**config.mk**
```make
export PLATFORM = sky130hd
export DESIGN_NAME = i2c_cfg_seq
export DESIGN_NICKNAME = d
export VERILOG_FILES = /design/src/rtl/i2c_cfg_pkg.sv /design/src/rtl/i2c_cfg_rom.sv /design/src/rtl/i2c_cfg_seq.sv
export SDC_FILE = /design/constraint.sdc
export NUM_CORES = 1
export LEC_CHECK = 0
export CAP_MARGIN = 0
export CORE_ASPECT_RATIO = 0.8
export CORE_MARGIN = 5
export CORE_UTILIZATION = 25
export DETAILED_ROUTE_END_ITERATION = 7
export HOLD_SLACK_MARGIN = 0.08
export PLACE_DENSITY_LB_ADDON = 0.05
export SYNTH_ARGS = -nofsm -noshare
export SYNTH_HDL_FRONTEND = slang
export SYNTH_SLANG_ARGS = --single-unit
```
**constraint.sdc**
```tcl
create_clock -name i2c_clk -period 6.4 [get_ports i2c_clk]
set_clock_uncertainty 0.05 [all_clocks]
set_input_delay 0.64 -clock i2c_clk [delete_from_list [all_inputs] [get_ports i2c_clk]]
set_output_delay 0.64 -clock i2c_clk [all_outputs]
set_load 0.01 [all_outputs]
```
**src/rtl/i2c_cfg_pkg.sv**
```systemverilog
// Shared types and the default CLS381 register tables for the I2C
// configuration sequencer.
//   cfg_entry_t : one table entry {addr, data, rw}; rw=1 marks a read
//   state_t     : sequencer states WAIT (power-up), RUN (transfers), GAP
//   init_entry  : default init write list (register address, write value)
//   poll_entry  : default poll read list (register address only)
package i2c_cfg_pkg;

  typedef struct packed {
    logic [7:0] addr;
    logic [7:0] data;
    logic       rw;
  } cfg_entry_t;

  typedef enum logic [1:0] {
    S_WAIT = 2'd0,
    S_RUN  = 2'd1,
    S_GAP  = 2'd2
  } state_t;

  localparam int CLS381_INIT_NUM = 3;
  localparam int CLS381_POLL_NUM = 9;

  // Init writes: enable the sensor, then program gain and rate.
  function automatic cfg_entry_t init_entry(input int i);
    cfg_entry_t e;
    e = '0;
    case (i)
      0:       e = {8'h00, 8'h06, 1'b0};
      1:       e = {8'h04, 8'h40, 1'b0};
      2:       e = {8'h05, 8'h04, 1'b0};
      default: e = '0;
    endcase
    return e;
  endfunction

  // Poll reads: colour channel bytes, high byte first per channel.
  // Entries past the default list still read, but from address 0.
  function automatic cfg_entry_t poll_entry(input int i);
    cfg_entry_t e;
    e = '0;
    e.rw = 1'b1;
    case (i)
      0:       e.addr = 8'h0F;
      1:       e.addr = 8'h0E;
      2:       e.addr = 8'h0D;
      3:       e.addr = 8'h12;
      4:       e.addr = 8'h11;
      5:       e.addr = 8'h10;
      6:       e.addr = 8'h15;
      7:       e.addr = 8'h14;
      8:       e.addr = 8'h13;
      default: e.addr = 8'h00;
    endcase
    return e;
  endfunction

endpackage

```
**src/rtl/i2c_cfg_rom.sv**
```systemverilog
// Combinational register table: maps a 0-based entry index to its entry.
// Indices 0..INIT_NUM-1 are init writes, INIT_NUM..INIT_NUM+POLL_NUM-1 are
// poll reads; anything beyond the table returns all zeros.
//   idx   : 0-based entry index
//   entry : {addr, data, rw} of that entry
module i2c_cfg_rom
  import i2c_cfg_pkg::*;
#(
  parameter int INIT_NUM = 3,
  parameter int POLL_NUM = 9,
  parameter int IDX_W    = 5
) (
  input  logic [IDX_W-1:0] idx,
  output cfg_entry_t       entry
);

  always_comb begin
    entry = '0;
    if (int'(idx) < INIT_NUM)
      entry = init_entry(int'(idx));
    else if (int'(idx) < INIT_NUM + POLL_NUM)
      entry = poll_entry(int'(idx) - INIT_NUM);
  end

endmodule

```
**src/rtl/i2c_cfg_seq.sv**
```systemverilog
// I2C register-sequence controller. After a power-up wait it issues the init
// write list once, then loops over the poll read list, packing each read
// byte into frame_data and pulsing frame_valid once per completed round.
// A transfer with no done pulse within TIMEOUT cycles is re-issued.
//   i2c_clk     : clock shared with i2c_ctrl
//   sys_rst_n   : synchronous active-low reset
//   cfg_start   : done pulse from i2c_ctrl for the current transfer
//   rd_data     : read byte, valid while cfg_start=1
//   poll_en     : 1 keeps polling, 0 parks in GAP after the current round
//   cfg_data    : {reg_addr, wr_data} of the current entry (wr_data=0 on reads)
//   cfg_rw      : 0 write, 1 read
//   cfg_num     : 1-based index of the current entry, 0 before the first
//   i2c_start   : one-cycle transfer request
//   init_done   : sticky, set once the last init write completes
//   frame_data  : poll bytes, entry k at bits [8k+7:8k]
//   frame_valid : one-cycle pulse when frame_data holds a fresh round
//   err_cnt     : saturating timeout count
module i2c_cfg_seq
  import i2c_cfg_pkg::*;
#(
  parameter int INIT_NUM = 3,
  parameter int POLL_NUM = 9,
  parameter int WAIT_CYC = 20000,
  parameter int POLL_GAP = 1000,
  parameter int TIMEOUT  = 4095,
  parameter int IDX_W    = 5
) (
  input  logic                  i2c_clk,
  input  logic                  sys_rst_n,
  input  logic                  cfg_start,
  input  logic [7:0]            rd_data,
  input  logic                  poll_en,
  output logic [15:0]           cfg_data,
  output logic                  cfg_rw,
  output logic [IDX_W-1:0]      cfg_num,
  output logic                  i2c_start,
  output logic                  init_done,
  output logic [8*POLL_NUM-1:0] frame_data,
  output logic                  frame_valid,
  output logic [7:0]            err_cnt
);

  // One counter serves the power-up wait, the transfer timeout and the gap,
  // so it is sized for the largest of the three.
  localparam int CNT_MAX = (WAIT_CYC > POLL_GAP) ?
                           ((WAIT_CYC > TIMEOUT) ? WAIT_CYC : TIMEOUT) :
                           ((POLL_GAP > TIMEOUT) ? POLL_GAP : TIMEOUT);
  localparam int CNT_W   = $clog2(CNT_MAX + 1);
  localparam int LAST    = INIT_NUM + POLL_NUM;

  state_t           state;
  logic [CNT_W-1:0] cnt;
  logic [IDX_W-1:0] rom_idx;
  cfg_entry_t       entry;

  // The ROM always looks up the entry that would be issued next: cfg_num is
  // 1-based, so in RUN it is also the 0-based index of the following entry.
  always_comb begin
    rom_idx = '0;
    case (state)
      S_RUN:   rom_idx = cfg_num;
      S_GAP:   rom_idx = IDX_W'(INIT_NUM);
      default: rom_idx = '0;
    endcase
  end

  i2c_cfg_rom #(
    .INIT_NUM (INIT_NUM),
    .POLL_NUM (POLL_NUM),
    .IDX_W    (IDX_W)
  ) u_rom (
    .idx   (rom_idx),
    .entry (entry)
  );

  // A done pulse coinciding with our own start pulse cannot belong to this
  // transfer; ignoring it also keeps i2c_start from firing back-to-back.
  always_ff @(posedge i2c_clk) begin
    if (!sys_rst_n) begin
      state       <= S_WAIT;
      cnt         <= '0;
      cfg_data    <= '0;
      cfg_rw      <= 1'b0;
      cfg_num     <= '0;
      i2c_start   <= 1'b0;
      init_done   <= 1'b0;
      frame_data  <= '0;
      frame_valid <= 1'b0;
      err_cnt     <= '0;
    end else begin
      i2c_start   <= 1'b0;
      frame_valid <= 1'b0;
      case (state)
        S_WAIT: begin
          if (cnt == CNT_W'(WAIT_CYC - 1)) begin
            cnt       <= '0;
            cfg_num   <= IDX_W'(1);
            cfg_data  <= {entry.addr, entry.rw ? 8'h00 : entry.data};
            cfg_rw    <= entry.rw;
            i2c_start <= 1'b1;
            state     <= S_RUN;
          end else begin
            cnt <= cnt + CNT_W'(1);
          end
        end

        S_RUN: begin
          if (cfg_start && !i2c_start) begin
            for (int k = 0; k < POLL_NUM; k++) begin
              if (cfg_rw && cfg_num == IDX_W'(INIT_NUM + 1 + k))
                frame_data[8*k +: 8] <= rd_data;
            end
            if (cfg_num == IDX_W'(INIT_NUM))
              init_done <= 1'b1;
            cnt <= '0;
            if (cfg_num == IDX_W'(LAST)) begin
              frame_valid <= 1'b1;
              state       <= S_GAP;
            end else begin
              cfg_num   <= cfg_num + IDX_W'(1);
              cfg_data  <= {entry.addr, entry.rw ? 8'h00 : entry.data};
              cfg_rw    <= entry.rw;
              i2c_start <= 1'b1;
            end
          end else if (cnt == CNT_W'(TIMEOUT - 1)) begin
            cnt       <= '0;
            i2c_start <= 1'b1;
            if (err_cnt != 8'hFF)
              err_cnt <= err_cnt + 8'd1;
          end else begin
            cnt <= cnt + CNT_W'(1);
          end
        end

        S_GAP: begin
          // The count holds at its final value while poll_en is low, so a
          // late poll_en restarts the round on the very next cycle.
          if (cnt == CNT_W'(POLL_GAP - 1)) begin
            if (poll_en) begin
              cnt       <= '0;
              cfg_num   <= IDX_W'(INIT_NUM + 1);
              cfg_data  <= {entry.addr, entry.rw ? 8'h00 : entry.data};
              cfg_rw    <= entry.rw;
              i2c_start <= 1'b1;
              state     <= S_RUN;
            end
          end else begin
            cnt <= cnt + CNT_W'(1);
          end
        end

        default: begin
          state <= S_WAIT;
          cnt   <= '0;
        end
      endcase
    end
  end

endmodule
```
==> key figures, run 1 <==
Critical path
  • Worst setup EP type: flip-flop
  • WP data arrival: 3.25 ns
  • Worst r2r src: state[0]
  • R2R Path End: cfg_data[8]
  • Slowest-stage cell, CP: ha_1
  • Slowest Stage Delay on Critical Path: 0.59 ns
  • WP data required: 6.64 ns
  • Crit Path Class: flip-flop to flip-flop
  • R2r worst-path depth: 11
  • CP Max Fanout: 16
  • CP Cell Sequence: inv_1 -> ha_1 -> a21o_1 -> nand2_1 -> inv_1 -> ha_1 -> and4b_1 -> o21ai_0 -> o221ai_1 -> nand4_1 -> o211ai_1
  • Crit start category: flip-flop
  • Flop-to-flop setup slack: 3.40 ns

Min path
  • Hold Crit Class: flip-flop to flip-flop
  • WHS Endpoint: cfg_data[12]
  • Worst hold path cell count: 1
  • Hold_sp: cfg_data[12]

Placed design
  • GPL Wtd Cong: 0.7399
  • HPWL Detailed: 11800 um
  • Buffers on Ports: 108
  • Placed Cells incl. Taps: 938
  • DP Worst Slack: 3.296 ns

Cells and area
  • FILL cells: 2215
  • Layout cells sized above 1: 0.07925
  • Final net count: 714
  • Layout Cells excl Fill: 969
  • Footprint of the multi-input gates: 0.002867 mm^2
  • ANT cells: 0
  • FF/Latch Area: 0.002282 mm^2
  • Area delta synth->final: 33.81%

CTS
  • Clk slew on worst S/H paths: 0.06 ns
  • Sink Count: 114
  • Skew-Pair Late Insertion Delay: 0.41 ns
  • CTS tree: done
  • Post-CTS Setup Inserts: 0
  • H-tree depth: 4
  • Cts repair resizes: 0
  • Total CTS buffers: 17
  • Clk buf depth: 2
  • Root Buffer Master: clkbuf_16
  • Cts-stage hold buffer count: 0

Synth
  • Post-synth top cells: dfxtp_1 (114), nor2_1 (112), mux2i_1 (77), nand2_1 (25), ha_1 (20)
  • Ys flop type: dfxtp_1
  • EDFF count, synth: 0
  • Mean Syn Cell Area: 9.166 um^2
  • Post-synth top area cell: dfxtp_1
  • Area contributors post-synth: dfxtp_1 (42%), mux2i_1 (14%), nor2_1 (7.8%), ha_1 (4.6%), xnor2_1 (1.9%)
  • Post-Syn Area: 0.005399 mm^2
  • Yosys cell types: 69
  • Synth top area share: 0.4227
  • YS warnings: 0
  • Sequential share of the synthesized area: 0.4227
  • Most common cell in the netlist: dfxtp_1
  • Register bit total from synthesis: 114
  • Post-Synthesis Cells: 589
  • FFs w/ async S/R, synth: 0

GRT
  • Vias in the first global route: 4541
  • GRT Total Usage: 0.1384
  • First-pass GRT wire length: 26740 um
  • Initial antenna violation count: 0
  • Largest net degree at the start of global routing: 48
  • Met1 usage: 0.1908
  • Grt ovf: 0
  • Grt met2 use: 0.2124
  • Grt peak-use layer: met2
  • M3 GR Usage: 0.04129

Detailed routing
  • Final ANT Viol Nets: 0
  • DR WL/cell: 17.30 um
  • Post-Route WL: 16760 um
  • # DRC: 0
  • Number of vias per cell: 4.696
  • Starting DRT DRC Count: 190
  • DR pass1 iterations: 5
  • Vias: 4550

Timing
  • Final Hold Viols: 0
  • Slew Viols, Final: 0
  • RSZ-0062 raised after global routing: no
  • Setup ws final: 3.395 ns
  • FMAX: 332.8 MHz
  • TNS Setup: 0 ns
  • Slew headroom: 0.3149
  • Final min period: 3.005 ns
  • Final Setup Violations: 0
  • Period utilization: 0.4695
  • Worst slew pin tran: 1.024 ns

Floorplan
  • DIE AREA: 0.02465 mm^2
  • Core area: 0.02144 mm^2
  • Die X: 174.3 um
  • # IOs: 117
  • FP Rows: 48
  • Initial core utilization: 0.2518
  • Die H: 141.4 um

Flow run
  • Number of max-cap violations: 0

Power and ir drop
  • Pwr Density: 234.0 mW/mm^2
  • Lkg Pwr: 2.464 nW
  • VDD IR max: 0.1246 mV

Status
  • Outcome: complete, no violations
-- kinds of logic after synthesis --
family          count (synthesis)  synth area share
compound gates                 78            0.1043
xor+xnor                       16           0.02596
fa+ha+maj                      20           0.04635
buf+inv                        58           0.05122
flops                         114            0.4227
mux                            77            0.1428
other cells                     1         0.0006946
simple gates                  225            0.2060
-- worst max-delay path: cells and delay by family, from the launching register on --
family	cells	cell delay, ns
buffers and inverters	2	0.30
AOI/OAI and AO/OA	4	0.59
DFF	1	0.36
adders and majority gates	2	1.00
and+or+nand+nor	3	0.57
-- cell type report --
type	instances	share of cell area
Multi-Input combinational cell	424	0.3968
Sequential cell	114	0.3159
Timing Repair Buffer	111	0.1528
Clock buffer	18	0.06079
Tap cell	275	0.04763
Clock inverter	13	0.01888
Inverter	14	0.007274
-- power breakdown --
group	leakage [nW]	internal [mW]	switching [mW]	total, mW
logic	1.27	0.0115	0.0318	0.0433
clock network	0.274	0.580	0.353	0.933
registers	0.918	0.711	0.00230	0.714
-- worst max-delay path by stage --
stage               startpoint              to  depth (start not counted)
floorplan             state[0]    cfg_data[10]                         11
global placement     cfg_start  frame_data[43]                          6
detailed placement   cfg_start  frame_data[41]                          6
CTS                   state[0]     cfg_data[8]                         10
global route          state[0]     cfg_data[8]                         10
finish                state[0]     cfg_data[8]                         11
-- sequential cells by signal (all words and copies together), names as in the netlist --
name and flops:
cfg_data 8, cfg_num 5, cfg_rw 1, cnt 15, err_cnt 8, frame_data 72, frame_valid 1, i2c_start 1
init_done 1, state 2
-- routing by layer --
metal  routed length (um)  up-vias
met1                 8250     2188
met3                  833       12
met5                    0        -
li1                     -     2234
met4                  172        0
met2                 7508      116
-- cells in the final DEF (no fill, tap or decap), types with 5 or more instances in the layout --
cell	count
nand3_1	10
a21oi_1	15
ha_1	20
o21ai_0	17
nand2b_1	9
clkdlybuf4s50_1	108
nor2_1	112
nor2b_1	6
clkbuf_16	17
nor4_1	7
mux2i_1	77
conb_1	8
xnor2_1	12
nor2_2	5
nand4_1	10
dfxtp_1	114
a31oi_1	6
nor3_1	10
inv_1	13
nand2_1	25
-- stage by stage --
step	utilization	total power [mW]	hold WS (ns)	area, um^2
after floorplan	-	0.7579	0.4418	5425
after global placement	0.3101	0.7726	0.4105	6649
after detailed placement	0.3101	0.7732	0.4041	6649
after CTS	0.3370	1.722	0.4251	7224
after global routing	0.3370	1.757	0.4448	7224
final	0.3370	1.691	0.4203	7224
Power figures use the tool's default switching activity.
==> run 2: changes to the inputs <==
==> constraint.sdc (replaced) <==
create_clock -name i2c_clk -period 3.1 [get_ports i2c_clk]
set_clock_uncertainty 0.05 [all_clocks]
set_input_delay 0.31 -clock i2c_clk [delete_from_list [all_inputs] [get_ports i2c_clk]]
set_output_delay 0.31 -clock i2c_clk [all_outputs]
set_load 0.01 [all_outputs]
==> key figures, run 2 (synthesis gave the netlist of run 1 again) <==
Cells and area
  • Register with the most flip-flops: frame_data
  • FILL cells: 2160 (-2.5%)
  • Commonest non-fill, non-tap cell in the layout: dfxtp_1
  • ANT cells: 0 (unchanged)
  • Largest registers: frame_data (72), cnt (15)
  • Most frequent cells in the layout: dfxtp_1 (114), nor2_1 (112), clkdlybuf4s50_1 (108)
  • Max FFs per register: 72 (unchanged)
  • FF/Latch Area: 0.002282 mm^2 (unchanged)
  • Final net count: 738 (+3.4%)
  • Footprint of the multi-input gates: 0.002867 mm^2 (unchanged)
  • Layout cells sized above 1: 0.1099 (+0.03062)
  • Area delta synth->final: 38.17%

Detailed routing
  • Final ANT Viol Nets: 0 (unchanged)
  • # DRC: 0 (unchanged)
  • DR WL/cell: 17.28 um (about the same)
  • Vias: 4557 (+0.15%)
  • DR pass1 iterations: 4 (-1)
  • Post-Route WL: 17180 um (+2.5%)
  • Starting DRT DRC Count: 241 (+27%)
  • Number of vias per cell: 4.585 (-2.4%)

Floorplan
  • DIE AREA: 0.02465 mm^2 (unchanged)
  • Die X: 174.3 um (unchanged)
  • Die H: 141.4 um (unchanged)
  • FP Rows: 48 (unchanged)
  • Initial core utilization: 0.2518 (unchanged)
  • # IOs: 117 (unchanged)
  • Core area: 0.02144 mm^2 (unchanged)

Power and ir drop
  • Lkg Pwr: 2.615 nW (+6.1%)
  • Pwr Total: 3.594 mW (+110%)
  • Pwr Density: 481.8 mW/mm^2 (+110%)
  • VDD IR max: 0.2786 mV (+120%)

Timing
  • Worst slew pin tran: 0.5934 ns (-0.4304 ns)
  • FMAX: 384.4 MHz (+15%)
  • Final Setup Violations: 0 (unchanged)
  • Final Hold Viols: 0 (unchanged)
  • Slew Viols, Final: 0 (unchanged)
  • Final min period: 2.601 ns (-0.4031 ns)
  • TNS Setup: 0 ns (unchanged)
  • Slew headroom: 0.6031 (+0.2882)
  • Period utilization: 0.8392 (+0.3697)
  • RSZ-0062 raised after global routing: no

Placed design
  • Buffers on Ports: 108 (unchanged)
  • GPL Wtd Cong: 0.7919 (+7.0%)
  • HPWL Detailed: 12190 um (+3.3%)

Critical path
  • Slowest-stage cell, CP: or4_4
  • R2R Path End: cfg_data[11]
  • CP Max Fanout: 8 (-8)
  • Flop-to-flop setup slack: 0.50 ns (-2.90 ns)
  • Crit Path Class: flip-flop to flip-flop
  • WP data required: 3.35 ns (-3.29 ns)
  • R2r worst-path depth: 6 (-5)
  • WP data arrival: 2.85 ns (-0.40 ns)
  • CP Cell Sequence: or4_4 -> o41ai_2 -> o21a_1 -> buf_4 -> a21oi_1 -> a22o_1
  • Worst r2r src: cnt[3]
  • Slowest Stage Delay on Critical Path: 0.56 ns (-0.03 ns)
  • Worst setup EP type: flip-flop
  • Crit start category: flip-flop

CTS
  • Cts repair resizes: 0 (unchanged)
  • Skew-Pair Late Insertion Delay: 0.41 ns (about the same)
  • Cts-stage hold buffer count: 0 (unchanged)
  • Sink Count: 114 (unchanged)
  • Post-CTS Setup Inserts: 0 (unchanged)
  • Total CTS buffers: 17 (unchanged)
  • H-tree depth: 4 (unchanged)
  • Root Buffer Master: clkbuf_16
  • Clk slew on worst S/H paths: 0.06 ns (about the same)
  • CTS tree: done
  • Clk buf depth: 2 (unchanged)

GRT
  • First-pass GRT wire length: 27280 um (+2.0%)
  • GRT Total Usage: 0.1404 (+0.002024)
  • Grt ovf: 0 (unchanged)
  • Vias in the first global route: 4544 (+0.066%)
  • Largest net degree at the start of global routing: 47 (-2.1%)
  • Initial antenna violation count: 0 (unchanged)

Min path
  • Worst hold path cell count: 1 (unchanged)
  • Hold Crit Class: flip-flop to flip-flop
  • Hold_sp: init_done
  • WHS Endpoint: init_done

Flow run
  • Number of max-cap violations: 0 (unchanged)

Status
  • Outcome: complete, no violations
==> run 2: cell count changes in the layout (fill, tap and decap cells not counted), moves of 2 or more <==
cell,change
inv_6,+3
clkinvlp_4,-2
buf_12,+2
buf_4,+22
clkinv_2,-2
==> run 2: worst max path at each step <==
stage	from	to	cells after the start
after floorplan	state[0]	cfg_data[10]	11
after global placement	cfg_start	frame_data[34]	6
after detailed placement	cfg_start	frame_data[37]	6
after CTS	cnt[3]	cnt[6]	6
after global routing	state[0]	cfg_data[9]	9
final	cnt[3]	cfg_data[11]	6
==> run 2: worst max-delay path: cells and delay by family (launching register included) <==
family	cells	cell delay, ns
DFF	1	0.37
AOI/OAI and AO/OA	4	1.29
and+or+nand+nor	1	0.56
buffers and inverters	1	0.22
==> run 2: power breakdown <==
part           switching [mW]  leakage (nW)  internal (mW)
Sequential            0.00485         0.918           1.47
Combinational          0.0664          1.40         0.0288
Clock                   0.750         0.292           1.28
==> run 2: final cells by class <==
class                   count  area share
flip-flops and latches    114      0.3059
well taps                 275     0.04613
clock buffers              18     0.05753
multi-input cells         424      0.3843
inverters                  14    0.007045
clock inverters            14     0.02365
repair buffers            135      0.1754
==> run 2: metrics by stage <==
stage               cell area [um^2]  instances  hold slack (ns)  utilization  setup WS (ns)
global placement                6854        962           0.4062       0.3197         0.5082
global route                    7460        994           0.4483       0.3479         0.3292
detailed placement              6854        962           0.4105       0.3197         0.4853
finish                          7460        994           0.4187       0.3479         0.4986
floorplan                       5425        596           0.4142            -         0.5760
CTS                             7460        994           0.4279       0.3479         0.5411
==> run 2: per-layer routing <==
metal / wire length (um) / GRT usage
met5: 0 / 0
met4: 181 / 0.03873
met3: 868 / 0.03836
met2: 7595 / 0.2128
met1: 8535 / 0.1970
